[config.mk]
export PLATFORM = sky130hd
export DESIGN_NAME = light_seq_decoder
export DESIGN_NICKNAME = d
export VERILOG_FILES = /design/src/rtl/light_seq_decoder.sv
export SDC_FILE = /design/constraint.sdc
export NUM_CORES = 1
export LEC_CHECK = 0
export BUFFER_PORTS_ARGS = -buffer_cell sky130_fd_sc_hd__buf_2
export CAP_MARGIN = 20
export CORE_MARGIN = 2
export CORE_UTILIZATION = 60
export CTS_BUF_LIST = sky130_fd_sc_hd__clkbuf_8
export CTS_CLUSTER_DIAMETER = 100
export CTS_CLUSTER_SIZE = 28
export DETAILED_ROUTE_END_ITERATION = 12
export HOLD_SLACK_MARGIN = 0.08
export PLACE_DENSITY = 0.85
export SLEW_MARGIN = 25
export SYNTH_ARGS = -nofsm -noshare
export SYNTH_HDL_FRONTEND = slang
export SYNTH_SLANG_ARGS = --single-unit
[constraint.sdc]
create_clock -name clk -period 4.85 [get_ports clk]
set_input_delay 0.97 -clock clk [delete_from_list [all_inputs] [get_ports clk]]
set_output_delay 0.97 -clock clk [all_outputs]
set_load 0.1 [all_outputs]
[src/rtl/light_seq_decoder.sv]
// light_seq_decoder
//
// Receive-side checker for the three-sequence light sequencer. It samples the
// sequencer's 4-bit state code on every en=1 clock edge and checks that the
// stream follows a legal sequence:
//   A = 1,2,3,0   B = 4,5,6,0   C = 7,8,9,0
// It drives a thermometer lamp and the active sequence id, pulses done when
// a sequence completes, counts completions per sequence, and raises a sticky
// err on any protocol violation.
//
// All outputs are registered and reflect the code sampled at the previous
// en=1 edge.
//
// Ports:
//   clk      system clock, rising edge
//   reset    synchronous active-high reset
//   en       sample strobe; code is consumed only when en=1
//   code     sequencer state code (0 idle, 1-9 steps, 10-15 illegal)
//   err_clr  clears the sticky err (a violation on the same edge wins)
//   lamp     thermometer of the current step: 000, 001, 011, 111
//   seq_id   active sequence: 0 none, 1 A, 2 B, 3 C
//   done     one-cycle pulse when a sequence completes
//   err      sticky protocol-violation flag
//   cnt_a/b/c  saturating completed-sequence counters
module light_seq_decoder #(
    parameter int unsigned CNT_W = 8
) (
    input  logic             clk,
    input  logic             reset,
    input  logic             en,
    input  logic [3:0]       code,
    input  logic             err_clr,
    output logic [2:0]       lamp,
    output logic [1:0]       seq_id,
    output logic             done,
    output logic             err,
    output logic [CNT_W-1:0] cnt_a,
    output logic [CNT_W-1:0] cnt_b,
    output logic [CNT_W-1:0] cnt_c
);

    typedef enum logic [1:0] {
        StIdle,
        StRun,
        StResync
    } state_e;

    state_e     state_q;
    logic [1:0] step_q;  // 1..3 while in StRun
    logic [3:0] last_q;  // last accepted code while in StRun

    logic       is_start;
    logic [1:0] start_id;
    logic [3:0] exp_code;
    logic       hit;
    logic       viol;

    always_comb begin
        is_start = (code == 4'd1) || (code == 4'd4) || (code == 4'd7);
        start_id = (code == 4'd1) ? 2'd1 : ((code == 4'd4) ? 2'd2 : 2'd3);
        // After step 3 the only legal code is 0, which ends the sequence.
        exp_code = (step_q == 2'd3) ? 4'd0 : last_q + 4'd1;
        hit      = (code == exp_code);
        viol     = 1'b0;
        case (state_q)
            StIdle:  viol = en && (code != 4'd0) && !is_start;
            StRun:   viol = en && !hit;
            default: viol = 1'b0;
        endcase
    end

    always_ff @(posedge clk) begin
        if (reset) begin
            state_q <= StIdle;
            step_q  <= 2'd0;
            last_q  <= 4'd0;
            lamp    <= 3'b000;
            seq_id  <= 2'd0;
            done    <= 1'b0;
            err     <= 1'b0;
            cnt_a   <= '0;
            cnt_b   <= '0;
            cnt_c   <= '0;
        end else begin
            done <= 1'b0;

            // A violation on the same edge as err_clr keeps err set.
            if (viol) begin
                err <= 1'b1;
            end else if (err_clr) begin
                err <= 1'b0;
            end

            if (en) begin
                unique case (state_q)
                    StIdle: begin
                        if (is_start) begin
                            state_q <= StRun;
                            step_q  <= 2'd1;
                            last_q  <= code;
                            lamp    <= 3'b001;
                            seq_id  <= start_id;
                        end else if (code != 4'd0) begin
                            state_q <= StResync;
                            lamp    <= 3'b000;
                            seq_id  <= 2'd0;
                        end
                    end
                    StRun: begin
                        if (hit && (step_q != 2'd3)) begin
                            step_q <= step_q + 2'd1;
                            last_q <= code;
                            lamp   <= (step_q == 2'd1) ? 3'b011 : 3'b111;
                        end else if (hit) begin
                            state_q <= StIdle;
                            step_q  <= 2'd0;
                            lamp    <= 3'b000;
                            seq_id  <= 2'd0;
                            done    <= 1'b1;
                            case (seq_id)
                                2'd1:    if (cnt_a != '1) cnt_a <= cnt_a + CNT_W'(1);
                                2'd2:    if (cnt_b != '1) cnt_b <= cnt_b + CNT_W'(1);
                                2'd3:    if (cnt_c != '1) cnt_c <= cnt_c + CNT_W'(1);
                                default: ;
                            endcase
                        end else begin
                            state_q <= StResync;
                            step_q  <= 2'd0;
                            lamp    <= 3'b000;
                            seq_id  <= 2'd0;
                        end
                    end
                    StResync: begin
                        // Only a 0 code re-arms; never relock mid-sequence.
                        if (code == 4'd0) begin
                            state_q <= StIdle;
                        end
                    end
                    default: begin
                        state_q <= StIdle;
                    end
                endcase
            end
        end
    end

endmodule

# == Yosys cells after proc, flatten, opt, wreduce, memory -nomap -nowiden ==
# Index checks and enable logic that the tools add are counted.
# totals
inputBits,8
reg_bits,39
romBits,0
mem_count,0
latch_bits,0
ramBits,0
elab_cells,88
output_inout_bits,31
# classes
add_sub_neg,5
n_shift,0
n_eq_ne,20
n_lt_le_gt_ge,0
div,0
n_mul,0
n_bitwise,3
n_mux,28
reduce_logical,22
# op_table
op,n
8-bit by 1-bit adder with 8-bit output (second input constant),3
8-bit inequality test (second input constant),3
2-bit 2-to-1 mux,11
6-bit AND reduction,3
3-bit 2-to-1 mux,4
4-bit 2-to-1 mux,3
4-bit AND reduction,3
2-bit inequality test (second input constant),5
2-bit equality test (second input constant),4
4-bit by 3-bit equality test with 1-bit output (second input constant),2
2-bit case mux with 2 select lines,2
4-bit case mux with 2 select lines,1
2-bit by 1-bit equality test with 1-bit output (second input constant),3
2-bit case mux with 3 select lines,1
3-bit case mux with 2 select lines,1
3-bit AND reduction,2
4-bit by 1-bit adder with 4-bit output (second input constant),1
4-bit by 1-bit equality test with 1-bit output (second input constant),1
4-bit equality test,1
1-bit logical AND,4
4-bit zero test,1
1-bit 2-to-1 mux,4
2-bit nonzero test,2
4-bit nonzero test,1
other kinds (8),12

# == Logic depth before layout (Yosys ltp) ==
# Gate-level depths: netlist of run 1.
# logic_depth
word_depth,7
depth_mapped,9
mapped_depth_nobuf,7

# == Worst setup path after synthesis of run 1 ==
# Ideal clock, no wire load.
# synth_path
path_type,input -> register
start,input port code[2]
end,register cnt_c[5]
setup_slack_ps,2386
required_time_ps,4779
path_stages,6
n_path_buf,1
arrival_ps,2394
path_cell_list,buf_2 -> or3_4 -> nor2_4 -> nand3_4 -> or4_1 -> a21oi_1
# synth_between
elab_chain_cells,4
# synth_lines
element,line_no,text
from (decl),31,"input logic [3:0] code,"
4-bit equality test (*),63,hit = (code == exp_code);
1-bit logical AND,110,if (hit && (step_q != 2'd3)) begin
1-bit inverter (no source line),-,
6-bit AND reduction (no source line) (*),-,
to (signal assigned),123,2'd3: if (cnt_c != '1) cnt_c <= cnt_c + CNT_W'(1);
to (decl),39,output logic [CNT_W-1:0] cnt_c
# Mark *: on every way between the ends. The rest lies on a longest branch, timed or not.
# A chain may end at the register's enable or synchronous reset.

# == Worst setup path in the final report of run 1 ==
# layout_path
start,input port code[1]
end,register cnt_a[5]
# layout_between
elab_chain_cells,4
# layout_lines
element,line_no,text
4-bit equality test (*),63,
1-bit logical AND,110,
1-bit inverter (no source line),-,
6-bit AND reduction (no source line) (*),-,
to (signal assigned),121,2'd1: if (cnt_a != '1) cnt_a <= cnt_a + CNT_W'(1);
to (decl),37,"output logic [CNT_W-1:0] cnt_a,"
# Marks and branches as above.

==> flow_metrics.py, run 1 <==
metrics = {
    "clock_tree": {
        "cts_buffer_depth": 2,
        "holdBufCountCts": 0,
        "clock_latency_ps": 300,
        "clock_sinks": 39,
        "clk_pin_slew_ps": 80,
        "numCtsBuffers": 5,
        "cts-resized-gates": 0,
        "htreeDepth": 2,
        "root_buffer": "clkbuf_8",
        "cts_tree": "built",
        "postCtsSetupBuffers": 0,
    },
    "routing": {
        "drt_wl_total_mm": 4.437,
        "dr.pass1.iters": 4,
        "dr_total_vias": 1923,
        "viasPerCell": 5.740,
        "wl_per_cell_microns": 13.24,
        "ant_nets": 0,
        "post-route-drc-count": 0,
        "dr.first_iter.drc_count": 113,
    },
    "min_path": {
        "whs_endpoint": "lamp[0]$_SDFFE_PP0P_",
        "min_from": "lamp[0]$_SDFFE_PP0P_",
        "hold_path.class": "reg2reg",
        "holdPathStages": 2,
    },
    "critical_path": {
        "reg2reg_from": "step_q[0]$_SDFFE_PP0P_",
        "r2r_setup_slack_ps": 2240,
        "startpoint": "code[1]",
        "ff2ff_path_depth": 7,
        "critPathLaunchType": "input port",
        "worst_ep_required_time_ps": 5070,
        "setup.worst_path.class": "in2reg",
        "end_kind": "register",
        "cp_max_fo": 15,
        "arrival_ps": 2900,
        "regToRegEndpoint": "cnt_a[5]$_SDFFE_PP0P_",
    },
    "yosys": {
        "synth.distinct_cells": 49,
        "synth_fp_nets": 270,
        "syn_avg_cell_area_sq_um": 8.421,
        "synthFlopType": "dfxtp_1",
        "synth-edff-count": 0,
        "synth_seq_cells": 39,
        "synthesis.area_sq_um": 2156,
        "synthArstFlopShare_pct": 0,
        "seq_area_frac_synth_pct": 36.22,
        "yosysWarnings": 0,
        "syn_inst": 256,
    },
    "placed_design": {
        "dp_hpwl_mm": 3.150,
        "dp.cells": 327,
        "io_buffers": 38,
        "place_worst_setup_slack_ps": 1879,
        "globalplace.congestion": 0.9051,
        "place_area_sq_um": 2337,
    },
    "power": {
        "p_sw_uw": 165.9,
        "ir_drop_v": 0.0001916,
        "power_frac_comb_pct": 10.2,
        "powerDensity_nw_per_um2": 250.7,
        "p_sw_share_pct": 27.28,
        "power.leakage_nw": 0.9674,
        "p_int_uw": 442.3,
        "power_frac_clock_pct": 35.8,
        "seq_power_share_pct": 54.0,
    },
    "floorplanning": {
        "die_h_microns": 63.94,
        "chipWidth_microns": 63.94,
        "fp-row-count": 21,
        "io_pins": 39,
        "initial_core_util_pct": 63.60,
        "core_sq_um": 3390,
        "design.die.area_sq_um": 4088,
    },
    "sta": {
        "tightest_slew_ps": 738.9,
        "fmax_mhz": 373.9,
        "slew_violations": 0,
        "relSlewSlack_pct": 50.74,
        "setup_tns_ps": 0,
        "final-setup-viol-count": 0,
        "fin_crit_ps": 2674,
        "setup_ws_ps": 2176,
        "fin_crit_sh_pct": 55.14,
        "finClkSkew_ps": 9.737,
        "rsz0062_at_grt": "no",
        "hold_violations": 0,
    },
    "finish": {
        "area_growth_pct": 12.54,
        "nNetsFinal": 302,
        "antenna_cells": 0,
        "mostFrequentLayoutCells": "dfxtp_1 (39), buf_2 (38), nor2_1 (30), nand2_1 (19), a21oi_1 (17)",
        "mostFrequentLayoutCell": "dfxtp_1",
        "final-instance-count-excl-fill": 335,
        "drive_gt1_share_pct": 20.42,
        "stdcell_area_sq_um": 2426,
    },
    "global_routing": {
        "grt_pass1_wl_mm": 7.534,
        "grt_antenna_before_repair": 0,
        "grt_max_degree": 45,
        "grt_pass1_vias": 1759,
        "grt_usage_pct": 22.87,
        "gr-total-overflow": 0,
    },
    "status": {
        "status": "finished, final reports clean",
    },
    "flow_run": {
        "cap_viol_max_count": 0,
    },
}
[through the flow]
step	total power, mW	utilization [%]	hold WS [ps]
global placement	0.3973	68.96	444.3
floorplan	0.3866	-	470.2
finish	0.6083	71.58	459.4
detailed placement	0.3982	68.96	453.0
CTS	0.6109	71.58	464.3
global route	0.6319	71.58	483.3
[metal layers]
metal / up-vias / track usage, % / share of wire, %
li1: 976 / - / -
met4: 0 / 10.05 / 1.6
met5: - / 0 / 0
met1: 888 / 27.61 / 46
met3: 8 / 4.930 / 4.3
met2: 51 / 38.80 / 48
[worst max-delay path, stage by stage]
cell and delay (ps):
buf_2 160, nor2_1 110, a21oi_1 50, o21ai_2 580
nand3_2 320, or4_1 540, a21oi_1 160
[kinds of logic (layout without fill, tap and decap cells)]
group	after synthesis	after routing	synth area share, %
AND/OR/NAND/NOR	122	122	31.40
AO/OA/AOI/OAI	47	47	12.94
flip-flops	39	39	36.22
buffers and inverters	17	50	3.772
XOR/XNOR	16	16	7.371
multiplexers	9	9	4.817
adder cells (fa/ha/maj)	6	6	3.482
[layout make-up]
| class | count | area (sq um) |
|---|---|---|
| Multi-Input combinational cell | 200 | 1294 |
| Fill cell | 283 | 963.4 |
| Sequential cell | 39 | 780.7 |
| Timing Repair Buffer | 38 | 190.2 |
| Clock buffer | 5 | 68.82 |
| Tap cell | 46 | 57.56 |
| Clock inverter | 3 | 20.02 |
| Inverter | 4 | 15.01 |
[worst max path at each step]
stage	depth (start not counted)	to
CTS	7	cnt_a[5]$_SDFFE_PP0P_
global route	7	cnt_a[5]$_SDFFE_PP0P_
detailed placement	7	cnt_a[5]$_SDFFE_PP0P_
finish	7	cnt_a[5]$_SDFFE_PP0P_
global placement	7	cnt_a[5]$_SDFFE_PP0P_
floorplan	6	cnt_c[5]$_SDFFE_PP0P_
[synth_stat cells, types with 2 or more instances]
cell / n / share of area, %
nand2_1: 19 / 3.3
nor3b_1: 3 / 1.0
nor4_1: 3 / 0.87
or4_1: 4 / 1.4
nor2b_1: 7 / 2.0
nand3b_1: 2 / 0.70
nand2b_1: 5 / 1.5
xnor2_1: 6 / 2.4
o21ai_0: 14 / 3.3
xor2_1: 9 / 3.7
nand3_2: 3 / 1.4
dfxtp_1: 39 / 36
nor2_1: 30 / 5.2
o211ai_1: 2 / 0.70
ha_1: 6 / 3.5
a31oi_1: 3 / 0.87
or3_1: 9 / 2.6
nor3_1: 3 / 0.70
o31ai_1: 2 / 0.70
or2_2: 2 / 0.58
a21oi_1: 17 / 3.9
buf_2: 5 / 1.2
nand3_1: 13 / 3.0
mux2i_1: 7 / 3.3
and3_1: 2 / 0.58
inv_1: 4 / 0.70
nand4_1: 11 / 3.2
clkbuf_1: 5 / 0.87
[power by group through the flow]
stage,sequential (mW),combinational [mW],clock [mW]
floorplan,0.346,0.0408,0
global placement,0.336,0.0615,0
detailed placement,0.336,0.0624,0
CTS,0.328,0.0623,0.220
global route,0.329,0.0682,0.235
finish,0.328,0.0623,0.218
[state kept, by name, indices dropped and copies added, names as in the netlist, 2 cells and up]
signal / count
lamp: 3
seq_id: 2
cnt_c: 8
step_q: 2
last_q: 4
cnt_a: 8
cnt_b: 8
state_q: 2
Note: power is estimated with default switching activity, not from simulation.
==> inputs of run 2 (changes only) <==
CORE_UTILIZATION = 57   (was 60)
PLACE_DENSITY = 0.81   (was 0.85)
clock period = 2.8 ns   (was 4.85 ns; I/O delays follow)
==> flow_metrics.py, run 2 (synthesis results as in run 1) <==
metrics = {
    "finish": {
        "reg_top3": "cnt_a x8, cnt_b x8, cnt_c x8",
        "area_growth_pct": 14.68,
        "mostFrequentLayoutCells": "dfxtp_1 (39), buf_2 (38), nor2_1 (30), nand2_1 (19), a21oi_1 (17)",
        "antenna_cells": 0,
        "nNetsFinal": 304,
        "stdcell_area_sq_um": 2472,
        "mostFrequentLayoutCell": "dfxtp_1",
        "drive_gt1_share_pct": 20.96,
        "final-seq-area_sq_um": 780.7,
        "fillers": 323,
        "multi_input_area_sq_um": 1294,
    },
    "sta": {
        "rsz0062_at_grt": "no",
        "final-setup-viol-count": 0,
        "hold_violations": 0,
        "finClkSkew_ps": 5.672,
        "fin_crit_sh_pct": 88.50,
        "setup_tns_ps": 0,
        "relSlewSlack_pct": 49.06,
        "tightest_slew_ps": 764.1,
        "fmax_mhz": 403.5,
        "slew_violations": 0,
        "fin_crit_ps": 2478,
    },
    "clock_tree": {
        "clk_pin_slew_ps": 70,
        "clock_sinks": 39,
        "numCtsBuffers": 5,
        "cts_buffer_depth": 2,
        "cts-resized-gates": 0,
        "postCtsSetupBuffers": 0,
        "clock_latency_ps": 290,
        "htreeDepth": 2,
        "cts_tree": "built",
        "holdBufCountCts": 0,
        "root_buffer": "clkbuf_8",
    },
    "floorplanning": {
        "die_h_microns": 65.50,
        "initial_core_util_pct": 58.89,
        "io_pins": 39,
        "fp-row-count": 22,
        "core_sq_um": 3661,
        "chipWidth_microns": 65.50,
        "design.die.area_sq_um": 4290,
    },
    "power": {
        "ir_drop_v": 0.0003196,
        "powerDensity_nw_per_um2": 471.7,
        "power.leakage_nw": 0.9984,
        "power_mw": 1.166,
    },
    "routing": {
        "dr.first_iter.drc_count": 135,
        "wl_met3_microns": 209,
        "dr.pass1.iters": 4,
        "viasPerCell": 5.693,
        "ant_nets": 0,
        "dr_total_vias": 1930,
        "drt_wl_total_mm": 4.555,
        "wl_met2_mm": 2.083,
        "top_layer": "met4",
        "post-route-drc-count": 0,
        "wl_per_cell_microns": 13.44,
        "met1Wirelength_mm": 2.203,
    },
    "global_routing": {
        "grt_pass1_wl_mm": 7.596,
        "grt_pass1_vias": 1671,
        "gr-total-overflow": 0,
        "grt_usage_pct": 22.74,
        "grt_max_degree": 45,
        "grt_antenna_before_repair": 0,
    },
    "min_path": {
        "hold_path.class": "reg2reg",
        "holdPathStages": 2,
    },
    "placed_design": {
        "dp_hpwl_mm": 3.253,
        "io_buffers": 38,
        "place_area_sq_um": 2355,
        "globalplace.congestion": 0.8587,
    },
    "critical_path": {
        "worst_ep_required_time_ps": 3010,
        "setup.worst_path.class": "reg2reg",
        "arrival_ps": 2690,
        "end_kind": "register",
        "critPathLaunchType": "register",
        "cp_max_fo": 12,
        "critPathCapture": "cnt_a[5]$_SDFFE_PP0P_",
        "ff2ff_path_depth": 7,
        "reg2reg_from": "step_q[0]$_SDFFE_PP0P_",
        "r2r_setup_slack_ps": 320,
        "regToRegEndpoint": "cnt_a[5]$_SDFFE_PP0P_",
        "startpoint": "step_q[0]$_SDFFE_PP0P_",
    },
    "flow_run": {
        "cap_viol_max_count": 0,
    },
    "status": {
        "status": "finished, final reports clean",
    },
}
-- run 2: metal layers --
metal	global-route usage, %	vias to the layer above
met3	5.651	6
li1	-	988
met1	30.46	897
met2	35.84	39
met4	7.552	0
met5	0	-
-- run 2: worst min path at each step --
stage,from,to
after floorplan,last_q[3]$_SDFFE_PP0P_,last_q[3]$_SDFFE_PP0P_
after global placement,lamp[1]$_SDFFE_PP0P_,lamp[1]$_SDFFE_PP0P_
after detailed placement,lamp[0]$_SDFFE_PP0P_,lamp[0]$_SDFFE_PP0P_
after CTS,lamp[0]$_SDFFE_PP0P_,lamp[0]$_SDFFE_PP0P_
after global routing,lamp[1]$_SDFFE_PP0P_,lamp[1]$_SDFFE_PP0P_
final,lamp[0]$_SDFFE_PP0P_,lamp[0]$_SDFFE_PP0P_
-- run 2: area by class of cell --
class                           instances  area share [%]
Tap cell                               48           2.429
Sequential cell                        39           31.58
Timing Repair Buffer                   40           8.300
Multi-Input combinational cell        200           52.33
Inverter                                4          0.6073
Clock inverter                          2           1.417
Clock buffer                            6           3.340
-- run 2: power breakdown --
group	leakage [nW]	switching [mW]	total (mW)	internal, mW
clock network	0.0612	0.196	0.484	0.288
registers	0.315	0.00816	0.569	0.561
logic	0.622	0.0781	0.113	0.0345
total	0.998	0.282	1.17	0.884
-- run 2: critical path, stage by stage, from the launching register on --
cell and delay (ps):
dfxtp_1 380, ha_1 380, nor2b_1 130, mux2i_4 210
xor2_4 350, nand3_2 280, or4_1 520, a21oi_1 160
-- run 2: stage by stage --
stage / hold slack (ps) / instances / util (%) / worst slack, ps
2_1_floorplan: 470.2 / 256 / - / 482.6
3_3_place_gp: 445.4 / 331 / 64.32 / 436.2
3_5_place_dp: 447.1 / 331 / 64.32 / 347.1
4_1_cts: 459.1 / 339 / 67.53 / 317.1
5_1_grt: 471.7 / 339 / 67.53 / 89.75
6_report: 455.5 / 339 / 67.53 / 321.9
==> inputs of run 3 (changes only) <==
GPL_TIMING_DRIVEN = 0   (was not set)
==> flow_metrics.py, run 3 (synthesis results as in run 1) <==
metrics = {
    "clock_tree": {
        "root_buffer": "clkbuf_8",
        "cts_buffer_depth": 2,
        "clock_latency_ps": 290,
        "holdBufCountCts": 0,
        "cts-resized-gates": 0,
        "numCtsBuffers": 5,
        "clock_sinks": 39,
        "cts_tree": "built",
        "clk_pin_slew_ps": 80,
        "htreeDepth": 2,
        "postCtsSetupBuffers": 0,
    },
    "routing": {
        "wl_per_cell_microns": 13.29,
        "viasPerCell": 5.731,
        "drt_wl_total_mm": 4.598,
        "post-route-drc-count": 0,
        "ant_nets": 0,
        "dr.first_iter.drc_count": 55,
        "dr.pass1.iters": 4,
        "dr_total_vias": 1983,
    },
    "floorplanning": {
        "initial_core_util_pct": 58.89,
        "die_h_microns": 65.50,
        "chipWidth_microns": 65.50,
        "io_pins": 39,
        "core_sq_um": 3661,
        "design.die.area_sq_um": 4290,
        "fp-row-count": 22,
    },
    "sta": {
        "fin_crit_sh_pct": 82.18,
        "rsz0062_at_grt": "no",
        "fin_crit_ps": 2301,
        "hold_violations": 0,
        "relSlewSlack_pct": 57.76,
        "tightest_slew_ps": 630.7,
        "setup_tns_ps": 0,
        "final-setup-viol-count": 0,
        "holdWs_ps": 463.1,
        "fmax_mhz": 434.6,
        "slew_violations": 0,
        "finClkSkew_ps": 4.641,
    },
    "critical_path": {
        "cp_max_fo": 10,
        "end_kind": "register",
        "critPathLaunchType": "register",
        "arrival_ps": 2530,
        "worst_ep_required_time_ps": 3030,
        "setup.worst_path.class": "reg2reg",
    },
    "power": {
        "power_frac_clock_pct": 38.2,
        "seq_power_share_pct": 51.4,
        "power.leakage_nw": 1.004,
        "power_frac_comb_pct": 10.5,
        "ir_drop_v": 0.0002984,
        "p_int_uw": 819.5,
        "p_sw_uw": 285.2,
        "p_sw_share_pct": 25.82,
        "powerDensity_nw_per_um2": 443.7,
    },
    "finish": {
        "antenna_cells": 0,
        "fillers": 322,
        "multi_input_area_sq_um": 1294,
        "mostFrequentLayoutCells": "buf_2 (39), dfxtp_1 (39), nor2_1 (30), nand2_1 (19), a21oi_1 (17)",
        "drive_gt1_share_pct": 20.81,
        "area_growth_pct": 15.50,
        "nNetsFinal": 311,
        "reg_top3": "cnt_a x8, cnt_b x8, cnt_c x8",
        "final-seq-area_sq_um": 780.7,
    },
    "global_routing": {
        "grt_max_degree": 13,
        "grt_usage_pct": 23.16,
        "grt_pass1_vias": 1819,
        "grt_pass1_wl_mm": 7.783,
        "gr-total-overflow": 0,
        "grt_antenna_before_repair": 0,
    },
    "flow_run": {
        "cap_viol_max_count": 0,
    },
    "status": {
        "status": "finished, final reports clean",
    },
    "placed_design": {
        "dp_hpwl_mm": 3.399,
        "globalplace.congestion": 0.8607,
        "io_buffers": 34,
    },
    "min_path": {
        "hold_path.class": "reg2reg",
    },
}
run 3: cell types whose count changed in the layout (fill, tap and decap cells not counted), sizes merged:
cell | before | now
clkinvlp | 0 | 1
bufinv | 1 | 0
buf | 40 | 42
clkinv | 1 | 0
clkbuf | 6 | 12
run 3: metal layers:
metal	track usage, %	part of all wire (%)	up-vias
li1	-	-	998
met1	28.19	47	932
met2	41.07	48	43
met3	4.110	3.5	10
met4	7.813	1.7	0
met5	0	0	-
run 3: power groups by stage:
stage          clock network [mW]  logic, mW  registers [mW]
2_1_floorplan                   0     0.0706           0.599
3_3_place_gp                    0      0.114           0.580
3_5_place_dp                    0      0.115           0.580
4_1_cts                     0.428      0.116           0.567
5_1_grt                     0.455      0.126           0.569
6_report                    0.422      0.116           0.568
run 3: worst paths after layout:
path | from | end | slack [ps] | depth (start not counted)
setup / recovery | step_q[0]$_SDFFE_PP0P_ | cnt_b[7]$_SDFFE_PP0P_ | 500 | 9
hold / removal | lamp[1]$_SDFFE_PP0P_ | lamp[1]$_SDFFE_PP0P_ | 460 | 2
setup reg to reg | step_q[0]$_SDFFE_PP0P_ | cnt_b[7]$_SDFFE_PP0P_ | 500 | 9
hold reg to reg | lamp[1]$_SDFFE_PP0P_ | lamp[1]$_SDFFE_PP0P_ | 460 | 2
run 3: per-stage QoR:
stage	util [%]	setup slack (ps)	area (sq um)	power (mW)	std cells
after global routing	68.01	338.9	2490	1.150	346
after detailed placement	65.17	475.6	2386	0.6956	338
after CTS	68.01	509.9	2490	1.112	346
after global placement	65.17	504.4	2386	0.6949	338
final	68.01	498.9	2490	1.105	346
after floorplan	-	482.6	2156	0.6697	256
run 3: cell type report:
| cell class | instances | share of cell area, % |
|---|---|---|
| multi-input cells | 200 | 51.96 |
| flip-flops and latches | 39 | 31.36 |
| repair buffers | 34 | 6.834 |
| clock buffers | 7 | 3.869 |
| plain buffers | 13 | 2.663 |
| well taps | 48 | 2.412 |
| inverters | 4 | 0.6030 |
| clock inverters | 1 | 0.3015 |
run 3: critical path: stages, from the launching register on:
cell	delay, ps
dfxtp_1	340
ha_1	220
buf_2	180
nor2b_1	130
a21oi_1	80
o21ai_2	400
buf_2	310
nand4_1	140
or2_2	290
a21oi_1	130
